--- src/rtl/wfg_subcore_multi.sv ---
`default_nettype none
// ============================================================================
// Module  : wfg_subcore_multi
// Brief   : Subcycle/sync timing generator with CHANNELS phase-offset sync
//           outputs, burst mode and a Wishbone register file.
// Revision: 1.0
// ============================================================================
module wfg_subcore_multi #(
  parameter int BUSW     = 32,
  parameter int SUBW     = 16,
  parameter int SYNCW    = 8,
  parameter int CHANNELS = 4
) (
  input  logic                wb_clk_i,
  input  logic                wb_rst_i,
  input  logic                wbs_stb_i,
  input  logic                wbs_cyc_i,
  input  logic                wbs_we_i,
  input  logic [BUSW/8-1:0]   wbs_sel_i,
  input  logic [BUSW-1:0]     wbs_dat_i,
  input  logic [BUSW-1:0]     wbs_adr_i,
  output logic                wbs_ack_o,
  output logic [BUSW-1:0]     wbs_dat_o,
  output logic                wfg_subcore_subcycle_o,
  output logic [CHANNELS-1:0] wfg_subcore_sync_o,
  output logic                wfg_subcore_start_o,
  output logic [SYNCW-1:0]    wfg_subcore_subcycle_cnt_o,
  output logic                active_o,
  output logic                done_o
);

  typedef enum logic [0:0] {ST_IDLE = 1'b0, ST_RUN = 1'b1} state_t;

  localparam logic [3:0] A_CTRL   = 4'd0;
  localparam logic [3:0] A_SUB    = 4'd1;
  localparam logic [3:0] A_SYNC   = 4'd2;
  localparam logic [3:0] A_BURST  = 4'd3;
  localparam logic [3:0] A_STATUS = 4'd4;

  logic             ack_q;
  logic [BUSW-1:0]  dat_q;
  logic             en_q, mode_cfg_q;
  logic [SUBW-1:0]  sub_thr_q;
  logic [SYNCW-1:0] sync_thr_q;
  logic [15:0]      burst_cfg_q;
  logic [SYNCW-1:0] offset_q [CHANNELS];

  state_t           state_q, state_d;
  logic             done_q, done_d;
  logic             start_q, start_d;
  logic             en_prev_q;
  logic [SUBW-1:0]  sub_q, sub_d;
  logic [SYNCW-1:0] sync_q, sync_d;
  logic [15:0]      per_q, per_d;
  logic             mode_q, mode_d;
  logic [15:0]      bcnt_q, bcnt_d;

  logic             w_acc, w_wr, w_clr, w_start, w_active, w_sub_pulse, w_wrap;
  logic [3:0]       w_idx;
  logic [BUSW-1:0]  w_mask, w_rd_data;
  logic [15:0]      w_bgoal;
  logic [16:0]      w_per_inc;
  logic             unused_ok;

  assign w_acc   = wbs_stb_i & wbs_cyc_i & ~ack_q;
  assign w_wr    = w_acc & wbs_we_i;
  assign w_idx   = wbs_adr_i[5:2];
  assign w_clr   = w_wr & (w_idx == A_CTRL) & wbs_sel_i[0] & wbs_dat_i[2];
  assign unused_ok = ^{wbs_adr_i, wbs_dat_i, w_mask};

  always_comb begin
    w_mask = '0;
    for (int b = 0; b < BUSW / 8; b++) w_mask[8*b +: 8] = {8{wbs_sel_i[b]}};
  end

  always_comb begin
    w_rd_data = '0;
    case (w_idx)
      A_CTRL:   w_rd_data[1:0] = {mode_cfg_q, en_q};
      A_SUB:    w_rd_data[SUBW-1:0] = sub_thr_q;
      A_SYNC:   w_rd_data[SYNCW-1:0] = sync_thr_q;
      A_BURST:  w_rd_data[15:0] = burst_cfg_q;
      A_STATUS: begin
        w_rd_data[0]     = (state_q == ST_RUN);
        w_rd_data[1]     = done_q;
        w_rd_data[31:16] = per_q;
      end
      default: begin
        for (int k = 0; k < CHANNELS; k++)
          if (w_idx == 4'(8 + k)) w_rd_data[SYNCW-1:0] = offset_q[k];
      end
    endcase
  end

  // Register file: the write lands on the same edge that raises ack.
  always_ff @(posedge wb_clk_i or posedge wb_rst_i) begin
    if (wb_rst_i) begin
      ack_q       <= 1'b0;
      dat_q       <= '0;
      en_q        <= 1'b0;
      mode_cfg_q  <= 1'b0;
      sub_thr_q   <= '0;
      sync_thr_q  <= '0;
      burst_cfg_q <= '0;
      for (int k = 0; k < CHANNELS; k++) offset_q[k] <= '0;
    end else begin
      ack_q <= w_acc;
      dat_q <= (w_acc & ~wbs_we_i) ? w_rd_data : '0;
      if (w_wr) begin
        case (w_idx)
          A_CTRL: if (wbs_sel_i[0]) begin
            en_q       <= wbs_dat_i[0];
            mode_cfg_q <= wbs_dat_i[1];
          end
          A_SUB:   sub_thr_q   <= (sub_thr_q & ~w_mask[SUBW-1:0]) | (wbs_dat_i[SUBW-1:0] & w_mask[SUBW-1:0]);
          A_SYNC:  sync_thr_q  <= (sync_thr_q & ~w_mask[SYNCW-1:0]) | (wbs_dat_i[SYNCW-1:0] & w_mask[SYNCW-1:0]);
          A_BURST: burst_cfg_q <= (burst_cfg_q & ~w_mask[15:0]) | (wbs_dat_i[15:0] & w_mask[15:0]);
          default: begin
            for (int k = 0; k < CHANNELS; k++)
              if (w_idx == 4'(8 + k))
                offset_q[k] <= (offset_q[k] & ~w_mask[SYNCW-1:0]) | (wbs_dat_i[SYNCW-1:0] & w_mask[SYNCW-1:0]);
          end
        endcase
      end
    end
  end

  assign w_active    = (state_q == ST_RUN);
  assign w_start     = en_q & ~en_prev_q & ~w_active;
  assign w_sub_pulse = w_active & (sub_q >= sub_thr_q);
  assign w_wrap      = (sync_q >= sync_thr_q);
  assign w_bgoal     = (bcnt_q == 16'd0) ? 16'd1 : bcnt_q;
  assign w_per_inc   = {1'b0, per_q} + 17'd1;

  always_comb begin
    state_d = state_q;
    done_d  = done_q;
    start_d = 1'b0;
    sub_d   = sub_q;
    sync_d  = sync_q;
    per_d   = per_q;
    mode_d  = mode_q;
    bcnt_d  = bcnt_q;
    if (w_clr) done_d = 1'b0;
    if (w_start) begin
      state_d = ST_RUN;
      start_d = 1'b1;
      sub_d   = '0;
      sync_d  = '0;
      per_d   = '0;
      done_d  = 1'b0;
      mode_d  = mode_cfg_q;
      bcnt_d  = burst_cfg_q;
    end else if (w_active) begin
      if (!en_q) begin
        state_d = ST_IDLE;
        sub_d   = '0;
        sync_d  = '0;
      end else begin
        sub_d = w_sub_pulse ? '0 : sub_q + SUBW'(1);
        if (w_sub_pulse) sync_d = w_wrap ? '0 : sync_q + SYNCW'(1);
        if (w_sub_pulse && w_wrap) begin
          if (mode_q) begin
            per_d = w_per_inc[15:0];
            if (w_per_inc >= {1'b0, w_bgoal}) begin
              state_d = ST_IDLE;
              done_d  = 1'b1;
              sub_d   = '0;
              sync_d  = '0;
            end
          end else if (per_q != 16'hFFFF) begin
            per_d = w_per_inc[15:0];
          end
        end
      end
    end
  end

  always_ff @(posedge wb_clk_i or posedge wb_rst_i) begin
    if (wb_rst_i) begin
      state_q   <= ST_IDLE;
      done_q    <= 1'b0;
      start_q   <= 1'b0;
      en_prev_q <= 1'b0;
      sub_q     <= '0;
      sync_q    <= '0;
      per_q     <= '0;
      mode_q    <= 1'b0;
      bcnt_q    <= '0;
    end else begin
      state_q   <= state_d;
      done_q    <= done_d;
      start_q   <= start_d;
      en_prev_q <= en_q;
      sub_q     <= sub_d;
      sync_q    <= sync_d;
      per_q     <= per_d;
      mode_q    <= mode_d;
      bcnt_q    <= bcnt_d;
    end
  end

  genvar gk;
  generate
    for (gk = 0; gk < CHANNELS; gk++) begin : g_sync
      assign wfg_subcore_sync_o[gk] = w_sub_pulse & (sync_q == offset_q[gk]);
    end
  endgenerate

  assign wbs_ack_o                  = ack_q;
  assign wbs_dat_o                  = dat_q;
  assign wfg_subcore_subcycle_o     = w_sub_pulse;
  assign wfg_subcore_start_o        = start_q;
  assign wfg_subcore_subcycle_cnt_o = sync_q;
  assign active_o                   = w_active;
  assign done_o                     = done_q;

endmodule
`default_nettype wire

--- config.mk ---
export PLATFORM = sky130hd
export DESIGN_NAME = wfg_subcore_multi
export DESIGN_NICKNAME = d
export VERILOG_FILES = /design/src/rtl/wfg_subcore_multi.sv
export SDC_FILE = /design/constraint.sdc
export NUM_CORES = 1
export LEC_CHECK = 0
export CORE_UTILIZATION = 25
export CTS_CLUSTER_DIAMETER = 200
export DETAILED_ROUTE_END_ITERATION = 10
export GPL_TIMING_DRIVEN = 0
export REMOVE_ABC_BUFFERS = 1
export SLEW_MARGIN = 40
export SYNTH_ARGS = -nofsm -noshare
export SYNTH_HDL_FRONTEND = slang
export SYNTH_SLANG_ARGS = --single-unit
--- constraint.sdc ---
create_clock -name wb_clk_i -period 8.35 [get_ports wb_clk_i]
set_clock_uncertainty 0.05 [all_clocks]
set_input_delay 1.67 -clock wb_clk_i [delete_from_list [all_inputs] [get_ports wb_clk_i]]
set_output_delay 1.67 -clock wb_clk_i [all_outputs]
set_load 0.005 [all_outputs]
Yosys cells after proc, flatten, opt, wreduce, memory -nomap -nowiden
Cells that the tools add are included.

word-level totals
  logic and storage cells = 139
  bits in registers = 168

operators by class
  bitwise operators = 37
  muxes and demuxes = 45
  add/subtract/negate cells = 3
  reduce and logical (&&, ||, !) cells = 18
  $lt $le $gt $ge = 3
  equality and inequality tests = 13

operators with widths
  cell                                                  number
  two-way mux 16 bit                                    15
  two-way mux 8 bit                                     12
  AND 16 bit                                            3
  AND 8 bit                                             6
  OR 8 bit                                              5
  equality test 8 bit                                   4
  two-way mux 32 bit                                    1
  OR 16 bit                                             2
  one-hot mux 6 bit (4 select lines)                    1
  adder 16 x 1 -> 17 bit (second input constant)        1
  greater-or-equal comparator 17 x 16 -> 1 bit          1
  adder 16 x 1 -> 16 bit (second input constant)        1
  equality test 4 bit (second input constant)           4
  greater-or-equal comparator 16 bit                    1
  logical NOT 16 bit                                    1
  inequality test 16 bit (second input constant)        1
  NOT 16 bit                                            1
  one-hot mux 8 bit (2 select lines)                    1
  AND reduction 3 bit                                   5
  AND 1 bit                                             14
  two-way mux 1 bit                                     14
  one-hot mux 2 bit (5 select lines)                    1
  adder 8 x 1 -> 8 bit (second input constant)          1
  equality test 4 x 2 -> 1 bit (second input constant)  2
  other kinds (13)                                      21

Longest topological paths before layout
Gate-level depths: netlist (run 1).

  depth after elaboration = 13
  mapped depth = 13
  gate-level depth less buffers = 13

Least setup slack after synthesis (run 1)
OpenSTA, ideal clock, no wires.

  kind = reg2out
  from = register sub_q[0]
  to = output wfg_subcore_sync_o[0]
  path buffers = 1
  slack = 4.658 ns
  required time = 6.630 ns
  data arrival time = 1.972 ns
  stages on the path, launching flop included = 10
  path through = dfrtp_1 -> inv_1 -> ha_1 -> nand2b_4 -> a2111oi_4 -> o311ai_4 -> a21oi_2 -> or2_4 -> buf_6 -> nor3_1

on the way
  word-level cells in the longest chain between the ends = 3

RTL lines
  element                             line  RTL
  start: declaration                  52    logic [SUBW-1:0] sub_q, sub_d;
  start signal: assignment            195   sub_q <= sub_d;
  greater-or-equal comparator 16 bit  130   assign w_sub_pulse = w_active & (sub_q >= sub_thr_q);
  AND 1 bit                           130
  AND 1 bit                           206   assign wfg_subcore_sync_o[gk] = w_sub_pulse & (sync_q == offset_q[gk]);
  end: declaration                    25    output logic [CHANNELS-1:0] wfg_subcore_sync_o,

No other way between the ends.

Worst setup path after layout (run 1)
  from = register sub_q[0]
  to = output wfg_subcore_sync_o[3]

Same word-level chain as after synthesis.

==> PnR_summary.wiki, run 1 <==
{| class="wikitable"
! Metric !! Value
|-
| Status || completed
|-
| Count of state elements after synthesis || roughly 170
|-
| Arrival time worst endpoint || around 3300 ps
|-
| Final count of hold timing violations || 0
|-
| Number of CTS-inserted buffers || 17
|-
| Clock transition at the registers of the reported paths || about 70 ps
|-
| Count of endpoints failing setup in the final report || 0
|-
| Number of non-filler instances in the completed layout || around 1400
|-
| DRC viols || 0
|-
| Count of input and output buffers || 75
|-
| Placed Instances || between 1000 and 1500
|-
| Post-Route Setup TNS || 0 ps
|-
| Final Critical Period || ~5000 ps
|-
| DRT Pass-1 Iters || 5
|-
| Horizontal die dimension || around 190 um
|-
| Async set-or-reset flop fraction in the synthesized netlist || 100%
|-
| Die Outline Area || around 37000 sq um
|-
| Post-DR vias/cell || ~4.7
|-
| Power density over cell area || 178 nW/um^2
|-
| Detailed-placement wirelength estimate || about 16000 um
|-
| Clock tree from TritonCTS || yes
|-
| Gate Count Post-Synth || slightly below 900
|-
| Hold-fix buffers at CTS || 0
|-
| Total overflow reported by the global router || 0
|-
| Maximum fanout along the worst path || 12
|-
| Top cells by area in the synthesized netlist || sky130_fd_sc_hd__dfrtp_1 47%, sky130_fd_sc_hd__mux2_2 7.1%, sky130_fd_sc_hd__ha_1 6.0%
|-
| CP Data Required Time || 6630 ps
|-
| Max stage delay on crit path || 580 ps
|-
| WS Path Type || flip-flop to output pin
|-
| Setup repair after global routing missed its margin || false
|-
| Layout cell share with drive strength beyond 1 || between 10% and 20%
|-
| MaxCap Viol Count || 0
|-
| Post-CTS Resized || 0
|-
| Post-Syn Area || 8980 sq um
|-
| Share of Yosys cell area claimed by the top area cell type || between 40% and 50%
|-
| Clock net sink count || around 170
|-
| First DRT Iteration DRCs || slightly above 400
|-
| Remaining antenna violation count || 0
|-
| Nature of the critical path endpoint || output pin
|-
| Fmax achieved || ~200 MHz
|-
| Crit-path cells || inv_1 > ha_1 > nand2b_4 > a2111oi_4 > o311ai_4 > a21oi_2 > or2_4 > nor3_1 > clkdlybuf4s50_1
|-
| Seq/Total Area, Yosys || a little under half
|-
| Routed len/inst || between 15 and 20 um
|-
| Share of the clock period used by the worst path after layout || around three fifths
|-
| Largest area contributor in the netlist || sky130_fd_sc_hd__dfrtp_1
|-
| Most used DFF post-synth || sky130_fd_sc_hd__dfrtp_1
|-
| Final RePlAce weighted congestion || between 0.8 and 0.9
|-
| Number of nets in the finished design || about 1100
|-
| Cell leakage power || just under 5 nW
|-
| Post-Place Worst Slack || 3030 ps
|-
| Post-CTS repair timing setup buffer count || 0
|-
| Diode count || 0
|-
| Worst-case headroom to the max-slew limit || 45.1%
|-
| Number of synthesis warnings || 0
|-
| Pin slew with the least headroom to its limit || 824 ps
|-
| Count of unique library cells instantiated by Yosys || slightly above 60
|-
| Worst hold-check slack || around 440 ps
|-
| Longest Clk Path Bufs || 2
|-
| Worst Hold Class || flip-flop to flip-flop
|-
| GRT Total Usage || 13.1%
|-
| First-pass GRT wire length || about 37000 um
|-
| Detailed-route via count || 6701
|-
| Number of global-route vias before repair || between 6000 and 7000
|-
| Core area || between 30000 and 40000 sq um
|-
| Initial Util || approximately a quarter
|-
| Clock latency reported for the late side of the worst-skew pair || around 440 ps
|-
| Syn avg cell area || roughly 10 sq um
|-
| Count of buffering cells on the critical path with inverters included || 2
|-
| Number of synthesized flops with an enable pin || 0
|-
| Fillers || 3605
|-
| CP startpoint kind || flip-flop
|-
| Max VDD drop || around 0.14 mV
|-
| Number of levels in the clock H-tree || 4
|-
| Slew Viols, Final || 0
|-
| # rows || between 60 and 70
|-
| Final worst-path setup slack || around 3400 ps
|-
| Largest delay share family, worst path || simple AND/OR/NAND/NOR gates
|-
| I/O Pins || between 100 and 150
|-
| Die Ht || roughly 190 um
|-
| Slowest cell on the critical path || sky130_fd_sc_hd__clkdlybuf4s50_1
|-
| Post-synthesis to final-layout area growth || 20.7%
|-
| Pin count of the biggest net entering global routing || 72
|-
| Drt total wl || between 20000 and 25000 um
|-
| Clock root buffer master || sky130_fd_sc_hd__clkbuf_16
|-
| Number of antenna violations at the first check in global routing || 0
|}
-- routing by layer --
metal / GRT usage, % / vias to the layer above / wire length (um)
met4: 4.52 / 0 / 376
met3: 2.39 / 23 / 579
met5: 0 / - / 0
met1: 16.1 / 3344 / 9920
li1: - / 3245 / -
met2: 22.9 / 89 / 11900
-- cell usage after synthesis (4+ instances only) --
library cell	n
sky130_fd_sc_hd__buf_2	8
sky130_fd_sc_hd__a31oi_1	4
sky130_fd_sc_hd__clkbuf_1	28
sky130_fd_sc_hd__a211oi_1	5
sky130_fd_sc_hd__a21oi_1	21
sky130_fd_sc_hd__nor3b_1	6
sky130_fd_sc_hd__and2_1	21
sky130_fd_sc_hd__a21o_1	16
sky130_fd_sc_hd__nor4_1	9
sky130_fd_sc_hd__ha_1	43
sky130_fd_sc_hd__nor2_1	27
sky130_fd_sc_hd__nor2b_1	8
sky130_fd_sc_hd__xnor2_1	43
sky130_fd_sc_hd__or2_2	4
sky130_fd_sc_hd__xor2_1	10
sky130_fd_sc_hd__nand4_1	16
sky130_fd_sc_hd__a22oi_1	19
sky130_fd_sc_hd__nor3_1	15
sky130_fd_sc_hd__o21ai_0	93
sky130_fd_sc_hd__nand2b_1	5
sky130_fd_sc_hd__mux2_2	57
sky130_fd_sc_hd__buf_1	5
sky130_fd_sc_hd__dfrtp_1	168
sky130_fd_sc_hd__nor2_4	4
sky130_fd_sc_hd__o22ai_1	6
sky130_fd_sc_hd__mux2i_1	16
sky130_fd_sc_hd__nand3_1	20
sky130_fd_sc_hd__inv_1	45
sky130_fd_sc_hd__and3_1	13
sky130_fd_sc_hd__nand2_1	103
-- stage by stage --
stage	cell area, sq um	total power, mW	utilization (%)
CTS	10800	1.95	30.5
finish	10800	1.93	30.5
detailed placement	10200	1.13	28.8
global route	10800	2.01	30.5
floorplan	8780	1.04	-
global placement	10100	1.12	28.5
-- cells by family after synthesis --
family	after synthesis	share of synthesized area, %
fa+ha+maj	43	5.99
xor+xnor	53	5.17
mux	73	8.93
buf+inv	90	4.08
simple gates	265	15.1
compound gates	196	13.9
flops	168	46.8
-- path summary, 6_finish.rpt --
check | startpoint | to | slack [ps] | cells past startpoint
setup / recovery | sub_q[0]$_DFFE_PP0P_ | wfg_subcore_sync_o[3] | 3370 | 9
hold / removal | wbs_ack_o$_DFF_PP0_ | wbs_ack_o$_DFF_PP0_ | 440 | 1
setup reg to reg | wfg_subcore_subcycle_cnt_o[0]$_DFFE_PP0P_ | wfg_subcore_subcycle_cnt_o[0]$_DFFE_PP0P_ | 5210 | 9
hold reg to reg | wbs_ack_o$_DFF_PP0_ | wbs_ack_o$_DFF_PP0_ | 440 | 1
max in group asynchronous | wb_rst_i | asynchronous set/reset pin | 6050 | 3
min in group asynchronous | wb_rst_i | wbs_dat_o[31]$_DFF_PP0_ | 1560 | 2
-- final cells by class --
cell class              instances  area (sq um)  area share [%]
repair buffers                 82           826            7.62
clock buffers                  18           439            4.05
clock inverters                14           158            1.46
multi-input cells             630          4450            41.1
well taps                     461           577            5.32
flip-flops and latches        168          4200            38.8
inverters                      46           181            1.67
-- cell usage in the layout (no fill, tap or decap), types with 4 or more instances in the layout --
cell type,netlist,routed
sky130_fd_sc_hd__nand3_1,20,20
sky130_fd_sc_hd__nand4_1,16,16
sky130_fd_sc_hd__nand2b_1,5,5
sky130_fd_sc_hd__or2_2,4,4
sky130_fd_sc_hd__nor3_1,15,14
sky130_fd_sc_hd__a31oi_1,4,4
sky130_fd_sc_hd__clkdlybuf4s50_1,0,72
sky130_fd_sc_hd__a22oi_1,19,19
sky130_fd_sc_hd__nor2_1,27,27
sky130_fd_sc_hd__inv_6,0,6
sky130_fd_sc_hd__dfrtp_1,168,168
sky130_fd_sc_hd__xnor2_1,43,43
sky130_fd_sc_hd__nor2b_2,0,4
sky130_fd_sc_hd__xor2_1,10,10
sky130_fd_sc_hd__buf_2,8,4
sky130_fd_sc_hd__o21ai_0,93,93
sky130_fd_sc_hd__and2_1,21,21
sky130_fd_sc_hd__nor2_4,4,4
sky130_fd_sc_hd__mux2_2,57,57
sky130_fd_sc_hd__clkbuf_16,0,17
sky130_fd_sc_hd__nor3b_1,6,6
sky130_fd_sc_hd__o22ai_1,6,6
sky130_fd_sc_hd__a211oi_1,5,5
sky130_fd_sc_hd__nor4_1,9,8
sky130_fd_sc_hd__nor2b_1,8,4
sky130_fd_sc_hd__mux2i_1,16,16
sky130_fd_sc_hd__clkinv_4,0,4
sky130_fd_sc_hd__a21o_1,16,16
sky130_fd_sc_hd__a21oi_1,21,21
sky130_fd_sc_hd__nand2_1,103,103
sky130_fd_sc_hd__ha_1,43,43
sky130_fd_sc_hd__inv_1,45,44
sky130_fd_sc_hd__buf_4,1,4
sky130_fd_sc_hd__and3_1,13,13
-- power breakdown --
| group | internal, mW | switching (mW) | leakage (nW) |
|---|---|---|---|
| sequential | 0.859 | 0.0342 | 2.23 |
| combinational | 0.0948 | 0.130 | 2.35 |
| clock | 0.455 | 0.352 | 0.296 |
Power figures use the tool's default switching activity.
==> inputs of run 2 (changes only) <==
- clock period: 8.35 -> 4.8 ns (I/O delays scaled with it)
==> results of run 2 <==
The final DEF is identical to that of run 1. Status: completed.
Among the figures that moved: setup slack after placement 3030 ps -> 193 ps; setup slack after layout 3370 ps -> 527 ps; register-to-register setup slack 5210 ps -> 1660 ps; total power 1.93 mW -> 3.35 mW; worst IR drop on VDD 0.141 mV -> 0.246 mV
